[src/rtl/mem_access_sequencer.sv]
// Splits 32-bit word / 8-bit byte loads and stores into single-byte data-memory accesses (little-endian).
// Optional build macro MEM_SEQ_SIGN_EXT_EN enables sign extension of byte loads.
module mem_access_sequencer #(
    parameter int N    = 16,
    parameter int BITS = 32,
    parameter int RD_W = 4
) (
    input  logic            clk,
    input  logic            rst_n,
    input  logic            req_valid,
    output logic            req_ready,
    input  logic            req_we,
    input  logic            req_word,
    input  logic            req_signed,
    input  logic [N-3:0]    req_idx,
    input  logic [BITS-1:0] req_wdata,
    input  logic [RD_W-1:0] req_rd,
    output logic            mem_we,
    output logic [N-1:0]    mem_addr,
    output logic [BITS-1:0] mem_wdata,
    input  logic [BITS-1:0] mem_rdata,
    output logic            resp_valid,
    output logic            resp_we,
    output logic [BITS-1:0] resp_data,
    output logic [RD_W-1:0] resp_rd
);
    localparam int IDX_W = N - 2;

    typedef enum logic [1:0] {IDLE, ACCESS, DONE} state_t;

    state_t          state;
    logic            we_q;
    logic            word_q;
    logic [IDX_W-1:0] idx_q;
    logic [BITS-1:0] wdata_q;
    logic [BITS-1:0] buf_q;
    logic [RD_W-1:0] rd_q;
    logic [1:0]      cnt;
    logic [1:0]      cnt_nxt;
    logic            last;
    logic [BITS-1:0] load_result;

`ifdef MEM_SEQ_SIGN_EXT_EN
    logic            signed_q;
`else
    logic            unused_signed;
    assign unused_signed = req_signed;
`endif

    // Memory entries are one byte wide; the upper read lanes carry nothing.
    logic            unused_rdata_hi;
    assign unused_rdata_hi = ^mem_rdata[BITS-1:8];

    assign req_ready = (state == IDLE);

    always_comb begin
        cnt_nxt = cnt + 2'd1;
        last    = word_q ? (cnt == 2'd3) : (cnt == 2'd0);
    end

    always_comb begin
        load_result = {{(BITS-8){1'b0}}, buf_q[7:0]};
        if (we_q)
            load_result = '0;
        else if (word_q)
            load_result = buf_q;
`ifdef MEM_SEQ_SIGN_EXT_EN
        else if (signed_q)
            load_result = {{(BITS-8){buf_q[7]}}, buf_q[7:0]};
`endif
    end

    // NOTE: all state uses non-blocking assignments so every register samples pre-edge values.
    always_ff @(posedge clk or negedge rst_n) begin
        if (!rst_n) begin
            state      <= IDLE;
            we_q       <= 1'b0;
            word_q     <= 1'b0;
            idx_q      <= '0;
            wdata_q    <= '0;
            buf_q      <= '0;
            rd_q       <= '0;
            cnt        <= 2'd0;
            mem_we     <= 1'b0;
            mem_addr   <= '0;
            mem_wdata  <= '0;
            resp_valid <= 1'b0;
            resp_we    <= 1'b0;
            resp_data  <= '0;
            resp_rd    <= '0;
`ifdef MEM_SEQ_SIGN_EXT_EN
            signed_q   <= 1'b0;
`endif
        end else begin
            resp_valid <= 1'b0;
            case (state)
                IDLE: begin
                    if (req_valid) begin
                        we_q      <= req_we;
                        word_q    <= req_word;
                        idx_q     <= req_idx;
                        wdata_q   <= req_wdata;
                        rd_q      <= req_rd;
                        buf_q     <= '0;
                        cnt       <= 2'd0;
`ifdef MEM_SEQ_SIGN_EXT_EN
                        signed_q  <= req_signed;
`endif
                        // Memory drive is registered, so the first byte is presented right away.
                        mem_we    <= req_we;
                        mem_addr  <= {req_idx, 2'b00};
                        mem_wdata <= {{(BITS-8){1'b0}}, req_wdata[7:0]};
                        state     <= ACCESS;
                    end
                end
                ACCESS: begin
                    if (!we_q)
                        buf_q[8*cnt +: 8] <= mem_rdata[7:0];
                    if (last) begin
                        mem_we    <= 1'b0;
                        mem_addr  <= '0;
                        mem_wdata <= '0;
                        state     <= DONE;
                    end else begin
                        cnt       <= cnt_nxt;
                        mem_addr  <= {idx_q + IDX_W'(cnt_nxt), 2'b00};
                        mem_wdata <= {{(BITS-8){1'b0}}, wdata_q[8*cnt_nxt +: 8]};
                    end
                end
                DONE: begin
                    resp_valid <= 1'b1;
                    resp_we    <= we_q;
                    resp_data  <= load_result;
                    resp_rd    <= rd_q;
                    cnt        <= 2'd0;
                    state      <= IDLE;
                end
                default: state <= IDLE;
            endcase
        end
    end

endmodule

[config.mk]
export PLATFORM = sky130hd
export DESIGN_NAME = mem_access_sequencer
export DESIGN_NICKNAME = d
export VERILOG_FILES = /design/src/rtl/mem_access_sequencer.sv
export SDC_FILE = /design/constraint.sdc
export NUM_CORES = 1
export LEC_CHECK = 0
export ABC_CLOCK_PERIOD_IN_PS = 3900
export CORE_MARGIN = 3
export CORE_UTILIZATION = 50
export CTS_BUF_LIST = sky130_fd_sc_hd__clkbuf_8
export CTS_CLUSTER_DIAMETER = 50
export DETAILED_ROUTE_END_ITERATION = 10
export HOLD_SLACK_MARGIN = 0.06
export PLACE_DENSITY = 0.89
export SYNTH_ARGS = -nofsm -noshare
export SYNTH_HDL_FRONTEND = slang
export SYNTH_SLANG_ARGS = --single-unit
export TNS_END_PERCENT = 50
[constraint.sdc]
create_clock -name clk -period 3.9 [get_ports clk]
set_input_delay 0.78 -clock clk [delete_from_list [all_inputs] [get_ports clk]]
set_output_delay 0.78 -clock clk [all_outputs]
set_load 0.02 [all_outputs]
==> run summary <==
Outcome - complete, no violations
Gate Count Post-Synth - 657
N_diodes - 0
Slowest CP cell - dfrtp_1
Crit path launch - state[0]$_DFFE_PN0P_
RSZ-0062 raised after global routing - false
Synth Register Bits - 149
Maxcap violations - 0
First-pass GRT wire length - 24,300 µm
Crit Path Class - flop to output pin
Initial Utilization - 51.9%
Root buf cell - clkbuf_8
Endpoints failing setup - 0
Rows - 41
CP peak stage delay - 0.86 ns
Post-CTS Resized - 0
Leakage - 3.84 nW
Fin crit share - 70.9%
Cts hold-fix bufs - 0
Worst-path clk slew - 0.07 ns
Crit. End Element - output pin
DR iter-0 viols - 338
Final Max Tran Viols - 0
Top-count cell post-synth - nand2_1
CTS tree - built
Dpl hpwl - 10,400 µm
Clk_lat worst skew - 0.45 ns
Req. time, crit path - 3.12 ns
DP Area - 0.00793 mm²
Nets - 867
Post-synthesis sequential area ratio - 56.2%
DRC Markers - 0
Number of library cell types mapped by synthesis - 45
Placer congestion estimate - 0.825
Routed length per instance - 15.7 µm
Top FF cell, synth - dfrtp_1
Setup TNS - 0 ns
Initial antenna violation count - 0
Startpoint Class - flop
H-tree levels - 4
Post-Route Skew - 0.0119 ns
CTS Sinks - 149
Worst slew margin - 40.5%
Core box area - 0.0128 mm²
Minimum clock period - 2.76 ns
Final core occ - 64.8%
Synthesized area - 0.00664 mm²
Routed via count - 5,024
Max Clk Rate - 0.362 GHz
Largest cells by area after synthesis - dfrtp_1 56%, nand2_1 11%, a22o_1 5.3%
Synth async-reset ratio - 100%
Overall Power - 5.89 mW
Vias in the first global route - 4,860
Total I/O pin count - 176
Least-Margin Pin Slew - 0.892 ns
Synth area leader - dfrtp_1
Synth top cells by count - 201 x nand2_1, 149 x dfrtp_1, 42 x o21ai_0
Synthesis-to-finish area growth - 24.7%
Detail Route Antenna Nets - 0
Hold violation total from the final report - 0
Post-synth top area share - 56.2%
Deepest clock path buffer count - 2
Drt total wl - 15,000 µm
Cts bufs inserted - 17
Mean Syn Cell Area - 10.1 µm²
Synthesis Warnings - 0
Pwr dens - 712 mW/mm²
Via density - 5.26
DR pass1 iterations - 4
Fin worst setup slack - 1.14 ns
Dpl ws - 1.11 ns
Critical path, cell by cell - nor2_1 -> clkdlybuf4s50_1
Die ar. - 0.0147 mm²
PortBufs - 124
Maximum VDD drop - 455 µV
Number of synthesized flops with an enable pin - 0
Die width - 121 µm
Final Cell Area - 0.00827 mm²
Largest net degree at the start of global routing - 87
GRT Total Usage - 21.4%
R2R Path Start - cnt[1]$_DFFE_PN0P_
Grt total ovfl - 0
Critical Path AT - 1.98 ns
Hold Path Class - input port to asynchronous set/reset pin
Die height - 121 µm
CP max FO - 25
Proportion of layout cells with a drive suffix above 1 - 7.54%
# Post-CTS Setup Buffers - 0
## metrics by stage
step / hold WS, ns / cells
4_1_cts: 0.389 / 955
3_5_place_dp: 0.457 / 925
3_3_place_gp: 0.454 / 925
2_1_floorplan: 0.440 / 682
6_report: 0.365 / 955
5_1_grt: 0.434 / 955
## layout make-up
| type | instances | area [µm²] |
|---|---|---|
| fillers | 989 | 4500 |
| flip-flops and latches | 149 | 3730 |
| multi-input cells | 454 | 2590 |
| repair buffers | 136 | 1350 |
| clock buffers | 20 | 275 |
| well taps | 172 | 215 |
| clock inverters | 10 | 68.8 |
| inverters | 14 | 52.6 |
## report_power, final
| group | internal [mW] | switching, mW | total [mW] | leakage [nW] |
|---|---|---|---|---|
| Combinational | 1.04 | 1.39 | 2.43 | 1.70 |
| Sequential | 2.04 | 0.369 | 2.41 | 1.95 |
| Clock | 0.531 | 0.520 | 1.05 | 0.200 |
| Total | 3.62 | 2.28 | 5.89 | 3.84 |
## worst max-delay path: cells and delay by family (launching register included)
kind | cells | cell delay (ns)
and+or+nand+nor | 1 | 0.11
DFF | 1 | 0.86
buffers and inverters | 1 | 0.56
## path summary, 6_finish.rpt
kind / endpoint / slack (ns) / depth (start not counted)
worst max-delay path: req_ready / 1.14 / 2
worst min-delay path: resp_data[13]$_DFFE_PN0P_ / 0.36 / 1
worst max register to register: mem_addr[10]$_DFFE_PN0P_ / 1.37 / 9
worst min register to register: rd_q[3]$_DFFE_PN0P_ / 0.47 / 2
max in group asynchronous: mem_addr[9]$_DFFE_PN0P_ / 2.74 / 2
min in group clk: rd_q[3]$_DFFE_PN0P_ / 0.47 / 2
## cell families after synthesis
| logic type | share of synthesized area, % |
|---|---|
| fa+ha+maj | 1.43 |
| other cells | 0.0565 |
| flops | 56.2 |
| simple gates | 18.1 |
| mux | 3.88 |
| buf+inv | 6.34 |
| xor+xnor | 1.58 |
| compound gates | 12.4 |
## per-layer routing
| layer | GRT usage [%] | part of all wire [%] | wire length, µm |
|---|---|---|---|
| met5 | 0 | 0 | 0 |
| met4 | 8.19 | 1.7 | 261 |
| met3 | 5.03 | 5.5 | 816 |
| met2 | 33.5 | 50 | 7410 |
| met1 | 29.2 | 43 | 6480 |
## flip-flops by register name, summed over array words and instances (netlist names), 2 cells and up
name,cells
buf_q,32
resp_data,32
wdata_q,32
idx_q,14
mem_addr,14
mem_wdata,8
rd_q,4
resp_rd,4
cnt,2
state,2
## placed cells by master, fill, tap and decap left out, drive strengths merged, types with 2 or more instances in the layout
| master | count |
|---|---|
| dfrtp | 149 |
| buf | 13 |
| a22oi | 3 |
| and3 | 2 |
| ha | 6 |
| clkinv | 4 |
| clkdlybuf4s50 | 123 |
| o21ai | 42 |
| nand3b | 4 |
| inv | 19 |
| clkbuf | 20 |
| nor3 | 2 |
| mux4 | 8 |
| nand4 | 3 |
| conb | 26 |
| nand2b | 11 |
| nor4 | 4 |
| and4 | 2 |
| nand3 | 13 |
| nand2 | 201 |
| xor2 | 5 |
| a21o | 3 |
| nor3b | 2 |
| xnor2 | 7 |
| o211ai | 3 |
| o22ai | 2 |
| a21oi | 18 |
| mux2 | 6 |
| nor2b | 11 |
| a2bb2oi | 7 |
| a22o | 40 |
| nor2 | 14 |
No activity file was read; power rests on OpenSTA's default activity.
